===== config.mk =====
export PLATFORM = sky130hd
export DESIGN_NAME = argmax_unit
export DESIGN_NICKNAME = d
export VERILOG_FILES = /design/src/rtl/argmax_unit.sv
export SDC_FILE = /design/constraint.sdc
export NUM_CORES = 1
export LEC_CHECK = 0
export BUFFER_PORTS_ARGS = -buffer_cell sky130_fd_sc_hd__clkbuf_2
export CAP_MARGIN = 20
export CORE_MARGIN = 8
export CORE_UTILIZATION = 40
export CTS_CLUSTER_SIZE = 30
export DETAILED_ROUTE_END_ITERATION = 10
export SYNTH_ARGS = -nofsm -noshare
export SYNTH_HDL_FRONTEND = slang
export SYNTH_SLANG_ARGS = --single-unit

===== constraint.sdc =====
create_clock -name clk -period 7.45 [get_ports clk]
set_input_delay 1.49 -clock clk [delete_from_list [all_inputs] [get_ports clk]]
set_output_delay 1.49 -clock clk [all_outputs]
set_load 0.01 [all_outputs]

===== src/rtl/argmax_unit.sv =====
// Argmax over the fc2 scores held in SRAM f: a three-word scan with a 4-lane compare per word.
// Optional build macro ARGMAX_SCORE_EN adds the registered max_score output.
module argmax_unit #(
  parameter int DATA_WIDTH             = 8,
  parameter int DATA_NUM_PER_SRAM_ADDR = 4,
  parameter int CLASS_NUM              = 10
) (
  input  logic                                         clk,
  input  logic                                         srstn,
  input  logic                                         fc2_done,
  output logic [1:0]                                   sram_raddr_f,
  input  logic [DATA_NUM_PER_SRAM_ADDR*DATA_WIDTH-1:0] sram_rdata_f,
  output logic                                         busy,
  output logic                                         class_valid,
  output logic [3:0]                                   class_id
`ifdef ARGMAX_SCORE_EN
  ,
  output logic signed [DATA_WIDTH-1:0]                 max_score
`endif
);

  localparam int         LANES     = DATA_NUM_PER_SRAM_ADDR;
  localparam int         WORD_NUM  = (CLASS_NUM + LANES - 1) / LANES;
  localparam logic [1:0] LAST_WORD = 2'(WORD_NUM - 1);

  localparam logic [1:0] S_IDLE  = 2'd0;
  localparam logic [1:0] S_READ  = 2'd1;
  localparam logic [1:0] S_DRAIN = 2'd2;
  localparam logic [1:0] S_DONE  = 2'd3;

  logic [1:0]                   r_state;
  logic [1:0]                   w_nextState;
  logic [1:0]                   r_rdCnt;
  logic                         r_rdValid;
  logic [1:0]                   r_rdWord;
  logic signed [DATA_WIDTH-1:0] r_runScore;
  logic [3:0]                   r_runIdx;
  logic [3:0]                   r_classId;
  logic                         r_classValid;

  logic signed [DATA_WIDTH-1:0] w_laneScore [LANES];
  logic [3:0]                   w_laneIdx   [LANES];
  logic                         w_laneValid [LANES];
  logic signed [DATA_WIDTH-1:0] w_treeScore;
  logic [3:0]                   w_treeIdx;
  logic                         w_treeValid;
  logic signed [DATA_WIDTH-1:0] w_mergeScore;
  logic [3:0]                   w_mergeIdx;

  always_comb begin
    w_nextState = r_state;
    case (r_state)
      S_IDLE:  if (fc2_done) w_nextState = S_READ;
      S_READ:  if (r_rdCnt == LAST_WORD) w_nextState = S_DRAIN;
      S_DRAIN: w_nextState = S_DONE;
      S_DONE:  w_nextState = S_IDLE;
      default: w_nextState = S_IDLE;
    endcase
  end

  // srstn is active-high despite its name; it wins over everything, including fc2_done.
  always_ff @(posedge clk) begin
    if (srstn) begin
      r_state   <= S_IDLE;
      r_rdCnt   <= 2'd0;
      r_rdValid <= 1'b0;
      r_rdWord  <= 2'd0;
    end else begin
      r_state   <= w_nextState;
      r_rdCnt   <= (r_state == S_READ) ? r_rdCnt + 2'd1 : 2'd0;
      r_rdValid <= (r_state == S_READ);
      r_rdWord  <= r_rdCnt;
    end
  end

  assign sram_raddr_f = (r_state == S_READ) ? r_rdCnt : 2'd0;
  assign busy         = (r_state != S_IDLE);

  // Lane 0 sits in the top bits; lanes past CLASS_NUM are padding and never win.
  always_comb begin
    for (int l = 0; l < LANES; l++) begin
      w_laneScore[l] = sram_rdata_f[(LANES-1-l)*DATA_WIDTH +: DATA_WIDTH];
      w_laneIdx[l]   = 4'(int'(r_rdWord) * LANES + l);
      w_laneValid[l] = (int'(r_rdWord) * LANES + l) < CLASS_NUM;
    end
  end

  always_comb begin
    w_treeScore = w_laneScore[0];
    w_treeIdx   = w_laneIdx[0];
    w_treeValid = w_laneValid[0];
    for (int l = 1; l < LANES; l++) begin
      if (w_laneValid[l] && (!w_treeValid || (w_laneScore[l] > w_treeScore))) begin
        w_treeScore = w_laneScore[l];
        w_treeIdx   = w_laneIdx[l];
        w_treeValid = 1'b1;
      end
    end
  end

  // Word 0 seeds the running max; later words only replace it on a strictly greater score.
  always_comb begin
    w_mergeScore = r_runScore;
    w_mergeIdx   = r_runIdx;
    if ((r_rdWord == 2'd0) || (w_treeValid && (w_treeScore > r_runScore))) begin
      w_mergeScore = w_treeScore;
      w_mergeIdx   = w_treeIdx;
    end
  end

  always_ff @(posedge clk) begin
    if (srstn) begin
      r_runScore <= '0;
      r_runIdx   <= 4'd0;
    end else if (r_rdValid) begin
      r_runScore <= w_mergeScore;
      r_runIdx   <= w_mergeIdx;
    end
  end

  always_ff @(posedge clk) begin
    if (srstn) begin
      r_classValid <= 1'b0;
      r_classId    <= 4'd0;
    end else begin
      r_classValid <= (r_state == S_DRAIN);
      if (r_state == S_DRAIN) r_classId <= w_mergeIdx;
    end
  end

  assign class_valid = r_classValid;
  assign class_id    = r_classId;

`ifdef ARGMAX_SCORE_EN
  logic signed [DATA_WIDTH-1:0] r_maxScore;

  always_ff @(posedge clk) begin
    if (srstn) r_maxScore <= '0;
    else if (r_state == S_DRAIN) r_maxScore <= w_mergeScore;
  end

  assign max_score = r_maxScore;
`endif

endmodule


# Word-level counts from Yosys, hierarchy flattened
# Cells that the tools add are included.
[totals] reg_bits=24 out_inout_bits=8 word_cells=58
[op_classes] n_addsub=4 order_cmp=8 n_eq_ne=6 n_mux=14 n_bitwise=1 reduce_logical=17
[ops] operator="$gt A8 B8 Y1" n=4
[ops] operator="$mux W8" n=3
[ops] operator="$mux W4" n=4
[ops] operator="$lt A5 B4 Y1 const B" n=3
[ops] operator="$add A4 B2 Y5 const B" n=2
[ops] operator="$pmux W2 S4" n=1
[ops] operator="$eq A2 B2 Y1 const B" n=3
[ops] operator="$mux W2" n=3
[ops] operator="$add A4 B1 Y5 const B" n=1
[ops] operator="$logic_and A1 B1 Y1" n=4
[ops] operator="$logic_not A2 Y1" n=2
[ops] operator="$logic_or A1 B1 Y1" n=4
[ops] operator="$lt A4 B4 Y1 const B" n=1
[ops] operator="$ne A2 B2 Y1 const B" n=2
[ops] operator="$reduce_and A2 Y1" n=2
[ops] operator="$logic_not A1 Y1" n=3
[ops] operator="$mux W1" n=3
[ops] operator="$add A2 B1 Y2 const B" n=1
[ops] operator="$eq A2 B1 Y1 const B" n=1
[ops] operator="$reduce_bool A2 Y1" n=1
[ops] operator="$reduce_or A2 Y1" n=1
[ops] operator="$not A1 Y1" n=1

# Depth between registers and ports, before layout
# Gate-level depths: netlist (run 1).
[depth] word_depth=17 depth_mapped=35 mapped_depth_nobuf=31

# Worst setup path before layout (run 1)
# OpenSTA, ideal clock, no wires.
[synth_timing] path_type="input to register" start="input sram_rdata_f[31]" end="register r_runScore[3]" arrival_ps=7182 slack_ps=153 path_stages=33 path_cell_list="inv_1 -> ha_1 -> or3b_1 -> nor3_1 -> nor3_2 -> buf_6 -> mux2i_1 -> inv_1 -> ha_1 -> nand4_1 -> nor2_1 -> a2111oi_0 -> o21ai_1 -> buf_2 -> clkbuf_1 -> a21o_2 -> ha_1 -> a211oi_1 -> nand2_1 -> and4bb_2 -> a21oi_4 -> buf_4 -> nor2_1 -> a221oi_2 -> ha_1 -> nor2b_1 -> o21ai_0 -> nand3_1 -> a31o_2 -> nand2_1 -> clkbuf_1 -> a21o_1 -> o21ba_2"
[synth_between] elab_chain_len=16
[synth_rtl] element="start, declared" line="12" source="input logic [DATA_NUM_PER_SRAM_ADDR*DATA_WIDTH-1:0] sram_rdata_f,"
[synth_rtl] element="$gt A8 B8 Y1" line="93" source="if (w_laneValid[l] && (!w_treeValid || (w_laneScore[l] > w_treeScore))) begin"
[synth_rtl] element="$logic_or A1 B1 Y1" line="93"
[synth_rtl] element="$logic_and A1 B1 Y1" line="93"
[synth_rtl] element="$mux W8 or $mux W1 (tied branches)" line="93"
[synth_rtl] element="$gt A8 B8 Y1 or $logic_not A1 Y1 (tied branches)" line="93"
[synth_rtl] element="$logic_or A1 B1 Y1" line="93"
[synth_rtl] element="$logic_and A1 B1 Y1" line="93"
[synth_rtl] element="$mux W8 or $mux W1 (tied branches)" line="93"
[synth_rtl] element="$gt A8 B8 Y1 or $logic_not A1 Y1 (tied branches)" line="93"
[synth_rtl] element="$logic_or A1 B1 Y1" line="93"
[synth_rtl] element="$logic_and A1 B1 Y1" line="93"
[synth_rtl] element="$mux W8 (*)" line="93"
[synth_rtl] element="named net w_treeScore[1]" line="44" source="logic signed [DATA_WIDTH-1:0] w_treeScore;"
[synth_rtl] element="$gt A8 B8 Y1 (*)" line="105" source="if ((r_rdWord == 2'd0) || (w_treeValid && (w_treeScore > r_runScore))) begin"
[synth_rtl] element="$logic_and A1 B1 Y1 (*)" line="105"
[synth_rtl] element="$logic_or A1 B1 Y1 (*)" line="105"
[synth_rtl] element="$reduce_and A2 Y1 (no line) (*)"
[synth_rtl] element="end signal, assigned" line="116" source="r_runScore <= w_mergeScore;"
[synth_rtl] element="end, declared" line="36" source="logic signed [DATA_WIDTH-1:0] r_runScore;"
# Mark *: on every way through the listed nets, which the timed path passes. The rest lies on a longest branch.
# A chain may end at the register's enable or synchronous reset.

# Final worst setup path (run 1)
[layout_timing] start="input sram_rdata_f[31]" end="register r_classId[0] (netlist: class_id[0])"
[layout_between] elab_chain_len=16
[layout_rtl] element="$gt A8 B8 Y1" line="93"
[layout_rtl] element="$logic_or A1 B1 Y1" line="93"
[layout_rtl] element="$logic_and A1 B1 Y1" line="93"
[layout_rtl] element="$mux W8 or $mux W1 (tied branches)" line="93"
[layout_rtl] element="$gt A8 B8 Y1 or $logic_not A1 Y1 (tied branches)" line="93"
[layout_rtl] element="$logic_or A1 B1 Y1" line="93"
[layout_rtl] element="$logic_and A1 B1 Y1" line="93"
[layout_rtl] element="$mux W8 or $mux W1 (tied branches)" line="93"
[layout_rtl] element="$gt A8 B8 Y1 or $logic_not A1 Y1 (tied branches)" line="93"
[layout_rtl] element="$logic_or A1 B1 Y1" line="93"
[layout_rtl] element="$logic_and A1 B1 Y1" line="93"
[layout_rtl] element="$mux W8 (*)" line="93"
[layout_rtl] element="named net w_treeScore[1]" line="44"
[layout_rtl] element="$gt A8 B8 Y1 (*)" line="105"
[layout_rtl] element="$logic_and A1 B1 Y1 (*)" line="105"
[layout_rtl] element="$logic_or A1 B1 Y1 (*)" line="105"
[layout_rtl] element="$mux W4 (*)" line="105"
[layout_rtl] element="end signal, assigned" line="127" source="if (r_state == S_DRAIN) r_classId <= w_mergeIdx;"
[layout_rtl] element="end, declared" line="38" source="logic [3:0] r_classId;"
# Marked as above.

==> results of run 1 <==
[state kept, by name, summed over array words and instances (netlist names)]
signal,count
r_rdCnt,2
r_runIdx,4
r_runScore,8
class_id,4
class_valid,1
r_rdWord,2
r_rdValid,1
r_state,2
[routing by layer]
metal  part of all wire [%]  up-vias  global-route usage, %  routed length (µm)
met2                     50       44                  22.17                3070
met5                      0        -                      0                   0
met1                     46     1006                  16.69                2853
met4                   0.37        0                  2.635                  23
li1                       -     1109                      -                   -
met3                    3.7        2                  2.494                 229
[power groups by stage]
stage | Sequential (mW) | Clock [mW] | Combinational [mW]
floorplan | 0.174 | 0 | 0.310
global placement | 0.177 | 0 | 0.457
detailed placement | 0.176 | 0 | 0.462
CTS | 0.174 | 0.117 | 0.464
global route | 0.178 | 0.122 | 0.643
finish | 0.175 | 0.113 | 0.581
[Yosys cell counts, drive strengths merged (6+ instances only)]
| cell type | n | area, µm² |
|---|---|---|
| a21oi | 9 | 56.31 |
| nor2 | 27 | 101.4 |
| nor3 | 9 | 50.05 |
| nand3 | 7 | 35.03 |
| buf | 6 | 41.28 |
| inv | 30 | 112.6 |
| a21o | 14 | 112.6 |
| o21ba | 6 | 60.06 |
| mux2i | 10 | 100.1 |
| dfxtp | 24 | 480.5 |
| nand2 | 9 | 33.78 |
| ha | 37 | 462.9 |
| a221oi | 8 | 107.6 |
| clkbuf | 6 | 22.52 |
| o21ai | 10 | 50.05 |
[logic make-up after synthesis]
logic type               count (synthesis)  synth area share [%]
AO/OA/AOI/OAI                           72                 25.82
adder cells (fa/ha/maj)                 37                 20.86
buffers and inverters                   42                 7.948
flip-flops                              24                 21.65
multiplexers                            11                 5.017
AND/OR/NAND/NOR                         80                 18.72
[repair_timing]
action	CTS	global route
setup endpoints to repair	0	16
resized for setup	0	53
buffers inserted	0	9
[layout make-up]
cell class	instances	area (µm²)	area share [%]
multi-input cells	200	1783	57.93
repair buffers	84	540.5	17.56
flip-flops and latches	24	480.5	15.61
inverters	30	112.6	3.659
well taps	72	90.09	2.927
clock buffers	3	41.29	1.341
clock inverters	1	30.03	0.9756
[worst min-delay path by stage]
stage	cells past startpoint	end	startpoint
floorplan	1	r_rdCnt[0]$_SDFF_PP0_	r_rdCnt[0]$_SDFF_PP0_
global placement	1	r_rdCnt[0]$_SDFF_PP0_	r_rdCnt[0]$_SDFF_PP0_
detailed placement	1	r_rdCnt[0]$_SDFF_PP0_	r_rdCnt[0]$_SDFF_PP0_
CTS	1	r_rdCnt[0]$_SDFF_PP0_	r_rdCnt[0]$_SDFF_PP0_
global route	1	r_rdCnt[0]$_SDFF_PP0_	r_rdCnt[0]$_SDFF_PP0_
finish	1	r_rdCnt[0]$_SDFF_PP0_	r_rdCnt[0]$_SDFF_PP0_
[metrics by stage]
step | instance area [µm²] | std cells | power (mW)
6_report | 3078 | 414 | 0.8684
5_1_grt | 3078 | 414 | 0.9430
4_1_cts | 2768 | 404 | 0.7553
3_5_place_dp | 2696 | 400 | 0.6383
3_3_place_gp | 2696 | 400 | 0.6335
2_1_floorplan | 2220 | 266 | 0.4843
[worst max-delay path, delay by kind of cell]
kind / cells / cell delay, ns
and+or+nand+nor: 12 / 1.75
adders and majority gates: 4 / 1.09
muxes: 2 / 0.36
buffers and inverters: 8 / 1.08
AOI/OAI and AO/OA: 9 / 1.76
==> flow_summary.yaml, run 1 <==
cts:
  clock_tree_from_tritoncts: "yes"
  cts-htree-levels: 1
  worstSkewPairLatency_ns: 0.26
  clk_transition_reported_paths_ns: 0.09
  numClockSinks: 24
  cts_root_buf: "sky130_fd_sc_hd__clkbuf_8"
  number_of_hold_buffers_added_after_cts: 0
  tritoncts.num_buffers: 3
  cts-root-to-sink-buffers: 2
setup_path:
  worstPathArrival_ns: 7.52
  timing.reg2reg.worst_path_depth: 31
  crit_path_top_delay_cell: "sky130_fd_sc_hd__and4bb_2"
  setup.worst_path.start_class: "input pin"
  timing_worst_setup_path_type: "in -> reg"
  worst_r2r_startpoint: "r_rdWord[1]$_SDFF_PP0_"
  rr_endpoint: "class_id[0]$_SDFFE_PP0P_"
  worstPathMaxFanout: 8
  most_common_cell_on_crit_path: "sky130_fd_sc_hd__buf_4"
  cpPeakStageDelay_ns: 0.32
  worst_setup_path_startpoint: "sram_rdata_f[31]"
  timing.reg2reg.setup_slack_ns: 1.46
  critPathRequiredTime_ns: 7.62
  endpoint: "class_id[0]$_SDFFE_PP0P_"
  endpoint_kind: "register"
route:
  wirelength_um: 6177
  route.vias.total: 2161
  drt-pass1-iter-count: 5
  route.detailed.wl_per_inst_um: 14.92
  dr.first_iter.drc_count: 129
  via_per_inst: 5.220
  drt_antenna_net_count: 0
  remaining_drc_errors: 0
pwr:
  internal-power_mw: 0.5219
  p_sw_share_pct: 39.91
  switchingPower_mw: 0.3466
  combPwrFrac_pct: 66.9
  power_density_nw_per_um2: 282.1
  share_clk_of_total_power_pct: 13.0
  leakagePower_nw: 1.419
  vdd.ir_drop.worst_v: 0.0001492
  seqPwrFrac_pct: 20.1
layout:
  final_common_cell: "sky130_fd_sc_hd__clkbuf_2"
  layout-area-overhead-vs-synth_pct: 38.67
  fillCellCount: 502
  antenna_cells: 0
  fin_util_pct: 56.59
  layout_common_cells: "42 x sky130_fd_sc_hd__clkbuf_2, 38 x sky130_fd_sc_hd__buf_4, 31 x sky130_fd_sc_hd__ha_1"
  drive_above_1_share_pct: 43.57
  finish.net_count: 415
synth:
  synthesis.nets: 338
  synthesis.yosys.warnings: 0
  synth_enable_flop_cells: 0
  synth_cell_types: 48
  synth.yosys.seq_area_share_pct: 21.65
  yosys_register_bits: 24
  syn-cell-area_um2: 2220
  syn-mean-instance-area_um2: 8.344
  syn-instance-count: 266
  ys_async_rst_share_pct: 0
  postSynth.topFlopCell: "sky130_fd_sc_hd__dfxtp_1"
sta:
  max-slew-margin-rel_pct: 67.29
  final_report_max_slew_violation_count: 0
  post-route-worst-setup-slack_ns: 0.09217
  portion_of_the_clock_cycle_consumed_by_the_worst_path_in_the_final_layout_pct: 98.76
  final-setup-viol-count: 0
  max_slew.worst_pin.slew_ns: 0.4900
  setup_tns_ns: 0
  holdWs_ns: 0.4144
  timing.final.crit_period_ns: 7.358
  fmaxAchievable_mhz: 135.9
  fin_hold_viols: 0
  clock_skew_ns: 0.007469
placed_design:
  port_buffers: 42
  pre_cts_ws_ns: -0.2923
  detailed_place_hpwl_um: 4549
  routabilityCongestion: 0.8657
grt:
  grt_antenna_before_repair: 0
  grt_usage_pct: 13.09
  grt_first_pass_wirelength_um: 9342
  vias_in_the_first_global_route: 2066
  grt_start_max_net_pins: 23
  gr-total-overflow: 0
worst_hold_path:
  min_delay_path_class: "reg -> reg"
floorplanning:
  die_h_um: 90.49
  num_io_pins: 43
  die-width_um: 90.49
  starting_utilization_of_the_core_area_pct: 40.81
  floorplan.die_area_um2: 8188
  core-area_um2: 5439
  core.rowCount: 27
status:
  status: "completed"
flow_run:
  drv_cap: 0
No activity file was read; power rests on OpenSTA's default activity.
==> run 2: changes to the inputs <==
- SKIP_CTS_REPAIR_TIMING: default -> 1
- clock period: 7.45 -> 8.8 ns (I/O delays scaled with it)
==> run 2 against run 1 <==
  * First-iteration DRC count decreased by 47%
  * Hold slack better by 0.012 ns
  * Routed wire length is 20% lower
  * Critical path depth shrank 3
  * Largest cell class unchanged
==> flow_summary.yaml, run 2 (synthesis gave the netlist of run 1 again) <==
sta:
  max_slew.worst_pin.slew_ns: 0.5453
  timing.final.crit_period_ns: 8.237
  fmaxAchievable_mhz: 121.4
  setup_repair_after_global_routing_missed_its_margin: "false"
  setup_tns_ns: 0
  portion_of_the_clock_cycle_consumed_by_the_worst_path_in_the_final_layout_pct: 93.60
  post-route-worst-setup-slack_ns: 0.5631
  fin_hold_viols: 0
  clock_skew_ns: 0.006789
  final_report_max_slew_violation_count: 0
  holdWs_ns: 0.4265
  max-slew-margin-rel_pct: 63.48
  final-setup-viol-count: 0
pwr:
  share_clk_of_total_power_pct: 16.8
  leakagePower_nw: 1.210
  power_density_nw_per_um2: 225.6
  p_sw_share_pct: 40.79
  combPwrFrac_pct: 57.7
  seqPwrFrac_pct: 25.5
  switchingPower_mw: 0.2358
  vdd.ir_drop.worst_v: 0.0001105
  internal-power_mw: 0.3423
floorplanning:
  core-area_um2: 5439
  starting_utilization_of_the_core_area_pct: 40.81
  num_io_pins: 43
  floorplan.die_area_um2: 8188
  core.rowCount: 27
  die-width_um: 90.49
  die_h_um: 90.49
setup_path:
  timing.reg2reg.setup_slack_ns: 2.18
  setup.worst_path.start_class: "input pin"
  critPathRequiredTime_ns: 8.98
  timing.reg2reg.worst_path_depth: 28
  endpoint_kind: "register"
  rr_endpoint: "r_runScore[7]$_SDFFE_PP0P_"
  cpPeakStageDelay_ns: 0.43
  most_common_cell_on_crit_path: "sky130_fd_sc_hd__ha_1"
  crit_path_top_delay_cell: "sky130_fd_sc_hd__a2111oi_1"
  worst_r2r_startpoint: "r_rdWord[1]$_SDFF_PP0_"
  timing_worst_setup_path_type: "in -> reg"
  worstPathArrival_ns: 8.42
  worstPathMaxFanout: 17
route:
  via_per_inst: 5.237
  remaining_drc_errors: 0
  dr.first_iter.drc_count: 68
  m1WireLength_um: 2374
  detailroute.wirelength.met2_um: 2315
  total_length_of_routed_met3_wires_um: 209
  drt_antenna_net_count: 0
  drt-pass1-iter-count: 4
  route.detailed.wl_per_inst_um: 13.23
  route.vias.total: 1964
  wirelength_um: 4961
  topRoutingLayerUsed: "met4"
cts:
  clock_tree_from_tritoncts: "yes"
  worstSkewPairLatency_ns: 0.27
  cts_root_buf: "sky130_fd_sc_hd__clkbuf_8"
  numClockSinks: 24
  cts-htree-levels: 1
  tritoncts.num_buffers: 3
  clk_transition_reported_paths_ns: 0.09
  cts-root-to-sink-buffers: 2
worst_hold_path:
  worst_hold_path.endpoint: "r_rdCnt[0]$_SDFF_PP0_"
  hold_path_start: "r_rdCnt[0]$_SDFF_PP0_"
  timing.hold.worst_path_depth: 1
  min_delay_path_class: "reg -> reg"
placed_design:
  pre_cts_ws_ns: 0.2312
  port_buffers: 42
  placed_cell_area_um2: 2479
  routabilityCongestion: 0.8590
  detailed_place_hpwl_um: 4223
layout:
  finish.net_count: 376
  final_common_cell: "sky130_fd_sc_hd__clkbuf_2"
  layout_common_cells: "42 x sky130_fd_sc_hd__clkbuf_2, 37 x sky130_fd_sc_hd__ha_1, 30 x sky130_fd_sc_hd__inv_1"
  largest-register: "r_runScore"
  fin_util_pct: 47.11
  sequential_cell_area_um2: 480.5
  layout-area-overhead-vs-synth_pct: 15.45
  antenna_cells: 0
  fillCellCount: 568
  multiInputGateArea_um2: 1575
  drive_above_1_share_pct: 25.08
  largest_register_ff_count: 8
  layout.cell_area.non_filler_um2: 2562
grt:
  gr-total-overflow: 0
  grt_usage_pct: 12.31
  grt_antenna_before_repair: 0
  grt_start_max_net_pins: 23
  vias_in_the_first_global_route: 1966
  grt_first_pass_wirelength_um: 8611
flow_run:
  drv_cap: 0
status:
  status: "completed"
==> run 2: cell count changes in the layout (fill, tap and decap cells not counted), moves of 3 or more <==
cell                      change
sky130_fd_sc_hd__nor2_2       -6
sky130_fd_sc_hd__buf_4       -35
sky130_fd_sc_hd__buf_6        -4
sky130_fd_sc_hd__and2_4       -3
sky130_fd_sc_hd__ha_1         +6
sky130_fd_sc_hd__nor2_1       +6
sky130_fd_sc_hd__ha_4         -4
sky130_fd_sc_hd__mux2i_1      +4
==> run 2: how the worst max path moves through the flow <==
stage,startpoint,endpoint,slack [ns],cells past startpoint
3_3_place_gp,sram_rdata_f[31],r_runScore[7]$_SDFFE_PP0P_,0.37,32
5_1_grt,sram_rdata_f[31],r_runScore[7]$_SDFFE_PP0P_,0.04,32
6_report,sram_rdata_f[31],r_runScore[7]$_SDFFE_PP0P_,0.56,32
4_1_cts,sram_rdata_f[31],r_runScore[7]$_SDFFE_PP0P_,0.52,32
2_1_floorplan,sram_rdata_f[31],r_runScore[3]$_SDFFE_PP0P_,1.23,33
3_5_place_dp,sram_rdata_f[31],r_runScore[7]$_SDFFE_PP0P_,0.23,32
==> run 2: worst max-delay path, delay by kind of cell <==
kind                     cells  cell delay, ns
AND/OR/NAND/NOR             12            2.19
AO/OA/AOI/OAI               10            2.14
adder cells (fa/ha/maj)      4            1.15
buffers and inverters        5            0.84
multiplexers                 1            0.35
==> run 2: power groups by stage <==
stage / sequential, mW / clock [mW] / combinational [mW]
detailed placement: 0.150 / 0 / 0.334
global route: 0.150 / 0.106 / 0.383
finish: 0.147 / 0.0969 / 0.334
CTS: 0.147 / 0.102 / 0.335
global placement: 0.149 / 0 / 0.332
floorplan: 0.148 / 0 / 0.262
==> run 2: area by class of cell <==
class                      instances  area share (%)
multi-input combinational        200           61.47
inverter                          30           4.395
timing repair buffer              45           9.082
sequential                        24           18.75
clock buffer                       3           1.611
tap                               72           3.516
clock inverter                     1           1.172
==> run 2: metal layers <==
metal / track usage (%) / up-vias
li1: - / 1031
met1: 14.58 / 895
met2: 21.32 / 33
met3: 2.577 / 5
met4: 4.161 / 0
met5: 0 / -
==> run 2: metrics by stage <==
| stage | total power [mW] | std cells |
|---|---|---|
| 6_report | 0.5780 | 375 |
| 5_1_grt | 0.6385 | 375 |
| 4_1_cts | 0.5848 | 375 |
| 3_5_place_dp | 0.4837 | 371 |
| 3_3_place_gp | 0.4812 | 371 |
| 2_1_floorplan | 0.4100 | 266 |
==> run 3: changes to the inputs <==
- ABC_AREA: default -> 1
==> run 3 against run 2 <==
  * Count of clock-buffer cells in the layout unchanged
  * Largest power group unchanged
  * Sequential power about the same
  * Final area increased by 2.0%
==> flow_summary.yaml, run 3 <==
synth:
  postSynth.topFlopCell: "sky130_fd_sc_hd__dfxtp_1"
  syn-instance-count: 367
  syn-mean-instance-area_um2: 6.276
  syn-cell-area_um2: 2303
  ys_async_rst_share_pct: 0
  yosys-top-cells-count: "112 x sky130_fd_sc_hd__nand2_1, 74 x sky130_fd_sc_hd__inv_1, 37 x sky130_fd_sc_hd__ha_1"
  post-synth-top-area-cell: "sky130_fd_sc_hd__dfxtp_1"
  synth_cell_types: 28
  synth.yosys.seq_area_share_pct: 20.86
  synthesis.nets: 439
  synth_top_cell_area_share_pct: 20.86
  netlist_top_cells_area: "sky130_fd_sc_hd__dfxtp_1 21%, sky130_fd_sc_hd__ha_1 20%, sky130_fd_sc_hd__nand2_1 18%"
  synthesis.yosys.warnings: 0
  synth_enable_flop_cells: 0
  synth_most_common_cell: "sky130_fd_sc_hd__nand2_1"
  yosys_register_bits: 24
cts:
  clock_tree_from_tritoncts: "yes"
  worstSkewPairLatency_ns: 0.26
  cts-htree-levels: 1
  numClockSinks: 24
  cts-root-to-sink-buffers: 2
  clk_transition_reported_paths_ns: 0.09
  tritoncts.num_buffers: 3
  cts_root_buf: "sky130_fd_sc_hd__clkbuf_8"
floorplanning:
  num_io_pins: 43
  core.rowCount: 27
  starting_utilization_of_the_core_area_pct: 41.58
  floorplan.die_area_um2: 8443
  core-area_um2: 5540
  die-width_um: 91.89
  die_h_um: 91.89
flow_run:
  drv_cap: 0
setup_path:
  crit_path_top_delay_cell: "sky130_fd_sc_hd__ha_1"
  most_common_cell_on_crit_path: "sky130_fd_sc_hd__nand2_1"
  worst_setup_path_startpoint: "sram_rdata_f[31]"
  timing.reg2reg.worst_path_depth: 46
  worstPathMaxFanout: 13
  timing_worst_setup_path_type: "in -> reg"
  worstPathArrival_ns: 7.69
  critPathRequiredTime_ns: 8.97
  setup.worst_path.start_class: "input pin"
  cpPeakStageDelay_ns: 0.32
  rr_endpoint: "r_runScore[4]$_SDFFE_PP0P_"
  endpoint_kind: "register"
  worst_r2r_startpoint: "r_rdWord[1]$_SDFF_PP0_"
  endpoint: "r_runScore[4]$_SDFFE_PP0P_"
  timing.reg2reg.setup_slack_ns: 2.92
pwr:
  power_density_nw_per_um2: 211.5
  leakagePower_nw: 1.555
  vdd.ir_drop.worst_v: 0.00009224
layout:
  sequential_cell_area_um2: 480.5
  antenna_cells: 0
  drive_above_1_share_pct: 13.55
  fillCellCount: 625
  layout.cell_area.non_filler_um2: 2613
  largest-register: "r_runScore"
  multiInputGateArea_um2: 1509
  instances_no_fill: 478
  layout_common_cells: "112 x sky130_fd_sc_hd__nand2_1, 74 x sky130_fd_sc_hd__inv_1, 42 x sky130_fd_sc_hd__clkbuf_2"
  final_common_cell: "sky130_fd_sc_hd__nand2_1"
  layout-area-overhead-vs-synth_pct: 13.42
  largest_register_ff_count: 8
  finish.net_count: 480
grt:
  gr-total-overflow: 0
  grt_usage_pct: 13.20
  vias_in_the_first_global_route: 2107
  grt_first_pass_wirelength_um: 9349
  grt_start_max_net_pins: 25
  grt_antenna_before_repair: 0
placed_design:
  port_buffers: 42
  dpl.cell_count: 475
  routabilityCongestion: 0.8991
  placed_cell_area_um2: 2571
  detailed_place_hpwl_um: 4675
sta:
  setup_tns_ns: 0
  setup_repair_after_global_routing_missed_its_margin: "false"
  final-setup-viol-count: 0
  max-slew-margin-rel_pct: 66.48
  clock_skew_ns: 0.001254
  final_report_max_slew_violation_count: 0
  portion_of_the_clock_cycle_consumed_by_the_worst_path_in_the_final_layout_pct: 85.48
  max_slew.worst_pin.slew_ns: 0.5029
  fmaxAchievable_mhz: 132.9
  timing.final.crit_period_ns: 7.522
  holdWs_ns: 0.4643
  fin_hold_viols: 0
route:
  wirelength_um: 5387
  drt_antenna_net_count: 0
  via_per_inst: 4.623
  route.detailed.wl_per_inst_um: 11.27
  dr.first_iter.drc_count: 114
  drt-pass1-iter-count: 4
  route.vias.total: 2210
  remaining_drc_errors: 0
status:
  status: "completed"
worst_hold_path:
  min_delay_path_class: "reg -> reg"
[run 3: worst max-delay path, delay by kind of cell]
family	cells	cell delay [ns]
buffers and inverters	9	0.94
AO/OA/AOI/OAI	4	0.50
adder cells (fa/ha/maj)	4	1.15
AND/OR/NAND/NOR	33	3.32
[run 3: per-layer routing]
layer | wire [µm] | vias up | GRT usage, %
met5 | 0 | - | 0
met4 | 41 | 0 | 2.685
met3 | 224 | 4 | 3.178
met2 | 2400 | 44 | 21.45
met1 | 2721 | 922 | 17.25
li1 | - | 1240 | -
[run 3: power by group]
group | internal [mW] | total [mW] | switching [mW] | leakage [nW]
Sequential | 0.134 | 0.145 | 0.0117 | 0.196
Clock | 0.0306 | 0.0660 | 0.0354 | 0.0216
Combinational | 0.127 | 0.341 | 0.214 | 1.34
Total | 0.291 | 0.553 | 0.261 | 1.55
[run 3: logic make-up after synthesis]
logic type | after synthesis | share of synthesized area (%)
AND/OR/NAND/NOR | 190 | 36.61
AO/OA/AOI/OAI | 35 | 8.800
adder cells (fa/ha/maj) | 37 | 20.10
buffers and inverters | 81 | 13.63
flip-flops | 24 | 20.86
[run 3: worst min-delay path by stage]
| stage | slack [ns] | startpoint | cells after the start | endpoint |
|---|---|---|---|---|
| 6_report | 0.46 | r_rdCnt[0]$_SDFF_PP0_ | 1 | r_rdCnt[0]$_SDFF_PP0_ |
| 3_5_place_dp | 0.45 | r_rdCnt[0]$_SDFF_PP0_ | 1 | r_rdCnt[0]$_SDFF_PP0_ |
| 2_1_floorplan | 0.42 | r_rdCnt[1]$_SDFF_PP0_ | 2 | r_rdWord[1]$_SDFF_PP0_ |
| 5_1_grt | 0.48 | r_rdCnt[1]$_SDFF_PP0_ | 2 | r_rdWord[1]$_SDFF_PP0_ |
| 4_1_cts | 0.46 | r_rdCnt[0]$_SDFF_PP0_ | 1 | r_rdCnt[0]$_SDFF_PP0_ |
| 3_3_place_gp | 0.44 | r_rdCnt[0]$_SDFF_PP0_ | 1 | r_rdCnt[0]$_SDFF_PP0_ |
[run 3: layout make-up]
type / instances / area share, %
multi-input combinational: 262 / 57.76
sequential: 24 / 18.39
inverter: 75 / 10.78
timing repair buffer: 42 / 8.046
tap: 72 / 3.448
clock buffer: 3 / 1.580
[run 3: per-stage QoR]
stage,power [mW],setup WS [ns],utilization [%]
detailed placement,0.4899,1.019,46.41
CTS,0.5561,1.281,47.15
floorplan,0.4087,2.309,-
global placement,0.4875,1.139,46.41
finish,0.5525,1.278,47.15
global route,0.6230,0.4024,47.15
